**src/rtl/getir_tamponu.sv**
```systemverilog
// Fetch-side instruction buffer: accepts predecoded fetch words, applies static
// branch prediction (JAL / backward conditional taken), drops wrong-path words
// until the predicted target shows up, and queues the survivors for decode.

package oncoz_pkg;

    typedef enum logic [1:0] {
        DALLANMA_YOK = 2'd0,
        JAL          = 2'd1,
        JALR         = 2'd2,
        DALLANMA     = 2'd3
    } dallanma_turu_t;

endpackage

module getir_tamponu
    import oncoz_pkg::*;
#(
    parameter int DERINLIK = 4
) (
    input  logic                  clk_i,
    input  logic                  rst_ni,

    input  logic                  getir_gecerli_i,
    input  logic [31:0]           getir_buyruk_i,
    input  logic [31:0]           getir_ps_i,
    input  dallanma_turu_t        dallanma_turu_i,
    output logic                  getir_hazir_o,

    output logic                  tahmin_gecerli_o,
    output logic [31:0]           tahmin_ps_o,

    output logic                  coz_gecerli_o,
    output logic [31:0]           coz_buyruk_o,
    output logic [31:0]           coz_ps_o,
    output logic                  coz_tahmin_atladi_o,
    input  logic                  coz_hazir_i,

    input  logic                  temizle_i
);

    localparam int AW = (DERINLIK > 1) ? $clog2(DERINLIK) : 1;
    localparam logic [AW:0] DOLU = (AW + 1)'(DERINLIK);

    typedef enum logic {
        NORMAL    = 1'b0,
        YONLENDIR = 1'b1
    } durum_t;

    // ------------------------------------------------------------------
    // Immediate decoding and target computation
    // ------------------------------------------------------------------

    // J-type immediate: {b31, b19:12, b20, b30:21, 0}, sign-extended.
    function automatic logic signed [31:0] j_imm(input logic [31:0] b);
        logic signed [31:0] imm;
        imm = {{12{b[31]}}, b[19:12], b[20], b[30:21], 1'b0};
        return imm;
    endfunction

    // B-type immediate: {b31, b7, b30:25, b11:8, 0}, sign-extended.
    function automatic logic signed [31:0] b_imm(input logic [31:0] b);
        logic signed [31:0] imm;
        imm = {{20{b[31]}}, b[7], b[30:25], b[11:8], 1'b0};
        return imm;
    endfunction

    // Static prediction: JAL always taken, conditional branch taken if backward.
    function automatic logic atlar_mi(input dallanma_turu_t tur, input logic [31:0] b);
        logic sonuc;
        unique case (tur)
            JAL:      sonuc = 1'b1;
            DALLANMA: sonuc = b[31];
            default:  sonuc = 1'b0;
        endcase
        return sonuc;
    endfunction

    // Predicted target; modulo-2^32 add of PC and the class-specific offset.
    function automatic logic [31:0] hedef_hesapla(input dallanma_turu_t tur,
                                                  input logic [31:0]     b,
                                                  input logic [31:0]     ps);
        logic signed [31:0] ofset;
        ofset = (tur == JAL) ? j_imm(b) : b_imm(b);
        return ps + $unsigned(ofset);
    endfunction

    // ------------------------------------------------------------------
    // State
    // ------------------------------------------------------------------

    logic [31:0]     buyruk_mem [DERINLIK];
    logic [31:0]     ps_mem     [DERINLIK];
    logic            atladi_mem [DERINLIK];

    logic [AW-1:0]   yaz_ptr;
    logic [AW-1:0]   oku_ptr;
    logic [AW:0]     sayac;

    durum_t          durum;
    durum_t          durum_sonraki;

    logic            getir_el_sikisma;
    logic            itme;
    logic            cekme;
    logic            atla;
    logic [31:0]     hedef;

    // ------------------------------------------------------------------
    // Handshakes
    // ------------------------------------------------------------------

    // Ready only from registered count; a full buffer refuses even while popping.
    assign getir_hazir_o    = (sayac != DOLU);
    assign coz_gecerli_o    = (sayac != '0);

    // Flush overrides both sides: neither a fetch nor a pop takes effect.
    assign getir_el_sikisma = getir_gecerli_i && getir_hazir_o && !temizle_i;
    assign cekme            = coz_gecerli_o && coz_hazir_i && !temizle_i;

    assign atla             = itme && atlar_mi(dallanma_turu_i, getir_buyruk_i);
    assign hedef            = hedef_hesapla(dallanma_turu_i, getir_buyruk_i, getir_ps_i);

    // ------------------------------------------------------------------
    // Redirect FSM
    // ------------------------------------------------------------------

    // Redirect state register.
    always_ff @(posedge clk_i or negedge rst_ni) begin
        if (!rst_ni) begin
            durum <= NORMAL;
        end else begin
            durum <= durum_sonraki;
        end
    end

    // Next state: a taken push (re)enters YONLENDIR, any other push returns to NORMAL.
    always_comb begin
        durum_sonraki = durum;
        if (temizle_i) begin
            durum_sonraki = NORMAL;
        end else if (itme) begin
            durum_sonraki = atla ? YONLENDIR : NORMAL;
        end
    end

    // Push decision: while redirecting, only the word at the predicted target survives.
    always_comb begin
        itme = 1'b0;
        if (getir_el_sikisma) begin
            unique case (durum)
                NORMAL:    itme = 1'b1;
                YONLENDIR: itme = (getir_ps_i == tahmin_ps_o);
                default:   itme = 1'b0;
            endcase
        end
    end

    // ------------------------------------------------------------------
    // Redirect pulse toward the PC generator
    // ------------------------------------------------------------------

    // One-cycle pulse after a taken push; the target is held until the next one.
    always_ff @(posedge clk_i or negedge rst_ni) begin
        if (!rst_ni) begin
            tahmin_gecerli_o <= 1'b0;
            tahmin_ps_o      <= '0;
        end else begin
            tahmin_gecerli_o <= atla;
            if (atla) begin
                tahmin_ps_o <= hedef;
            end
        end
    end

    // ------------------------------------------------------------------
    // FIFO control
    // ------------------------------------------------------------------

    // Pointers wrap naturally since the depth is a power of two.
    always_ff @(posedge clk_i or negedge rst_ni) begin
        if (!rst_ni) begin
            yaz_ptr <= '0;
            oku_ptr <= '0;
            sayac   <= '0;
        end else if (temizle_i) begin
            yaz_ptr <= '0;
            oku_ptr <= '0;
            sayac   <= '0;
        end else begin
            if (itme) begin
                yaz_ptr <= yaz_ptr + 1'b1;
            end
            if (cekme) begin
                oku_ptr <= oku_ptr + 1'b1;
            end
            unique case ({itme, cekme})
                2'b10:   sayac <= sayac + 1'b1;
                2'b01:   sayac <= sayac - 1'b1;
                default: sayac <= sayac;
            endcase
        end
    end

    // Storage write; contents need no reset because reads are gated by count.
    always_ff @(posedge clk_i) begin
        if (itme) begin
            buyruk_mem[yaz_ptr] <= getir_buyruk_i;
            ps_mem[yaz_ptr]     <= getir_ps_i;
            atladi_mem[yaz_ptr] <= atla;
        end
    end

    // ------------------------------------------------------------------
    // Head toward decode
    // ------------------------------------------------------------------

    // Zero-latency head read, forced to zero while the buffer is empty.
    always_comb begin
        coz_buyruk_o        = '0;
        coz_ps_o            = '0;
        coz_tahmin_atladi_o = 1'b0;
        if (coz_gecerli_o) begin
            coz_buyruk_o        = buyruk_mem[oku_ptr];
            coz_ps_o            = ps_mem[oku_ptr];
            coz_tahmin_atladi_o = atladi_mem[oku_ptr];
        end
    end

endmodule

```
**config.mk**
```make
export PLATFORM = sky130hd
export DESIGN_NAME = getir_tamponu
export DESIGN_NICKNAME = d
export VERILOG_FILES = /design/src/rtl/getir_tamponu.sv
export SDC_FILE = /design/constraint.sdc
export NUM_CORES = 1
export LEC_CHECK = 0
export CAP_MARGIN = 25
export CORE_ASPECT_RATIO = 1.5
export CORE_UTILIZATION = 58
export CTS_BUF_LIST = sky130_fd_sc_hd__clkbuf_4
export CTS_CLUSTER_SIZE = 8
export DETAILED_ROUTE_END_ITERATION = 8
export PLACE_DENSITY = 0.83
export SLEW_MARGIN = 20
export SYNTH_ARGS = -nofsm -noshare
export SYNTH_HDL_FRONTEND = slang
export SYNTH_SLANG_ARGS = --single-unit
```
**constraint.sdc**
```tcl
create_clock -name clk_i -period 4.2 [get_ports clk_i]
set_input_delay 1.05 -clock clk_i [delete_from_list [all_inputs] [get_ports clk_i]]
set_output_delay 1.05 -clock clk_i [all_outputs]
set_load 0.02 [all_outputs]
```
==> summary.txt <==
Outcome
  – Status: completed

Synthesis
  – Synthesized netlist net count: 952
  – Top cells by area, synth: edfxtp_1 58%, mux4_2 11%, dfrtp_1 7.6%
  – Post-synthesis cell count: ~850
  – Cell Area, Synth: 13500 µm²
  – Post-synth EDFFs: 260
  – Sequential area share after synthesis: 65.3%
  – Async SR Flop Fraction: between 10 and 15%
  – Top FF cell, synth: edfxtp_1
  – Synth warn: 0
  – Yosys cell types: slightly above 50
  – Synthesized area per cell: 16.0 µm²
  – Yosys top cell area share: 57.7%
  – Synth area leader: edfxtp_1
  – Synthesized flop and latch total: 301

Die
  – Core area: 23000 µm²
  – Boundary Pins: between 150 and 200
  – Die ar.: 23900 µm²
  – Rows: 68
  – Die Width: 127 µm
  – Die H: 189 µm
  – Initial Util: 58.9%

Critical path
  – Flop-to-flop setup slack: approximately 1100 ps
  – Crit path launch type: flip-flop
  – Worst setup EP type: output pin
  – Setup CP Type: flip-flop to output pin
  – CP Data Required Time: 3150 ps
  – CP max FO: 31
  – Worst reg2reg path depth: 11
  – Worst EP arrival: between 3000 and 4000 ps

Job
  – Max-cap violation count: 0

Clocking
  – # H-tree levels: 3
  – Clock root cell: clkbuf_4
  – CTS tree: built
  – Setup bufs post-CTS: 0
  – Worst-Skew Late Latency: 680 ps
  – Cts repair resizes: 0
  – Clk buf depth: 3
  – Sink Count: 301
  – CTS Hold Buffers Added: 0
  – Number of buffers created by CTS: a little under 70
  – CTS clock-pin slew for the worst setup and hold paths: 80 ps

Pwr
  – Lkg Pwr: 0.00626 µW
  – Worst-case vdd ir drop: between 0.6 and 0.7 mV
  – Power Dens Cells: 610 nW/µm²

Timing
  – Clk_skew: 24.2 ps
  – Tightest Pin Transition: 679 ps
  – Final hold violations: 0
  – Max Slew Vio Count: 0
  – Slew HR: 54.7%
  – # setup viols final: 0
  – Post-route setup TNS: 0 ps
  – Final hold slack: about 300 ps
  – Final min period: 4080 ps
  – Max Clock Freq: about 0.25 GHz
  – Period Utilization, post-route: 97.1%
  – RSZ-0062 raised after global routing: false

Min path
  – Worst hold path class: input pin to asynchronous set/reset pin

Global route
  – Vias in the first global route: 8999
  – Largest net degree at the start of global routing: 65
  – First-pass GRT wire length: 48.9 mm
  – All-Layer GR Usage: roughly 28%
  – Total gr overflow: 0
  – Initial antenna violation count: 1

Finish
  – FILL cells: 1418
  – Final #Nets: 1241
  – Final core occ: 74.6%
  – Fin cells: roughly 1.5k
  – Layout cell share with drive strength beyond 1: 24.3%
  – Layout area overhead: 26.8%

Route
  – WL/cell: approximately 22 µm
  – DRT Wirelength: between 30 and 40 mm
  – Post-route ant nets: 0
  – Vias post-DR: ~8.6k
  – Initial DRC Count: 517
  – Vias/cell: between 5 and 6
  – DRC violations left: 0
  – Drt first pass iters: 5

Place
  – Dpl cells: 1342
  – Final Wtd Congestion: slightly above 0.9
  – DP HPWL: 21.8 mm
  – Port Buffers: 170
## stage by stage
step                      cell area [µm²]  power, µW  worst slack (ps)
after floorplan                     13500       6240               120
after global placement              16200       8160              -179
after detailed placement            16200       8230              -266
after CTS                           17100      10600              65.4
after global routing                17100      10900              29.5
final                               17100      10500               122
## registers in the layout, summed over array words and instances, names as in the netlist
signal            cells
atladi_mem            4
yaz_ptr               2
tahmin_gecerli_o      1
buyruk_mem          128
durum                 1
tahmin_ps_o          32
sayac                 3
oku_ptr               2
ps_mem              128
## cells in the mapped netlist, types with 8 or more instances
cell and number:
a21o_1 16, a21oi_1 28, and2_1 71, clkbuf_1 32, dfrtp_1 41, edfxtp_1 260, ha_1 34, inv_1 12
mux2_2 8, mux4_2 65, nand2_1 51, nand3_1 9, nor2_1 21, nor3_1 8, nor4_1 8, o21ai_0 40
xnor2_1 17, xor2_1 47
## power by group
part           leakage (µW)  total, µW  internal, µW  switching, µW
registers           0.00288       3870          3580            295
logic               0.00285       4270          2100           2170
clock network      0.000528       2310          1220           1090
total               0.00626      10500          6900           3550
## area by class of cell
class                      count  area, µm²  area share [%]
sequential                   301       8840            51.6
multi-input combinational    493       4510            26.3
timing repair buffer         257       2510            14.7
clock buffer                 100        751            4.38
tap                          280        350            2.04
clock inverter                21        134           0.781
inverter                      12       45.0           0.263
antenna                        1       2.50          0.0146
## critical path, cell delays in order, from the launching register on
cell	delay, ps
dfrtp_1	440
or3_2	800
buf_4	350
and2_1	170
clkdlybuf4s50_1	570
## path summary, 6_finish.rpt
kind	start	to
max	sayac[0]	coz_tahmin_atladi_o
min	rst_ni	tahmin_ps_o[23]
max reg2reg	tahmin_ps_o[30]	sayac[2]
min reg2reg	durum	durum
max in group asynchronous	rst_ni	oku_ptr[0]
min in group clk_i	durum	durum
## cell usage in the layout (no fill, tap or decap), types with 4 or more instances in the layout
master / instances
nand4_1: 7
nand2b_1: 6
nor2_1: 21
mux4_2: 65
a21o_1: 16
mux2_2: 8
a31oi_1: 4
and2_1: 67
and3_1: 4
o21bai_1: 5
buf_4: 74
a21oi_1: 28
nor4_1: 8
nand2_1: 51
o21ai_0: 40
ha_1: 34
inv_1: 12
and2_4: 4
dfrtp_1: 39
nor3_1: 8
nand3_1: 8
edfxtp_1: 260
clkdlybuf4s50_1: 169
buf_12: 13
xor2_1: 47
xnor2_1: 17
clkinv_1: 15
o21ai_1: 5
clkbuf_4: 100
## logic make-up (layout without fill, tap and decap cells)
kind of cell	after synthesis	in the layout	synth area share, %
flops	301	301	65.3
buf+inv	51	390	1.46
simple gates	196	196	7.81
fa+ha+maj	36	36	3.44
other cells	0	1	0
mux	76	76	11.7
compound gates	121	121	6.12
xor+xnor	64	64	4.14
## metal layers
metal  GRT usage [%]  up-vias  part of all wire, %
met1            32.2     4314                   38
li1                -     3886                    -
met5               0        -                    0
met3            4.66       62                  5.1
met2            51.0      321                   54
met4            12.8        0                  3.0
No activity file was read; power rests on OpenSTA's default activity.
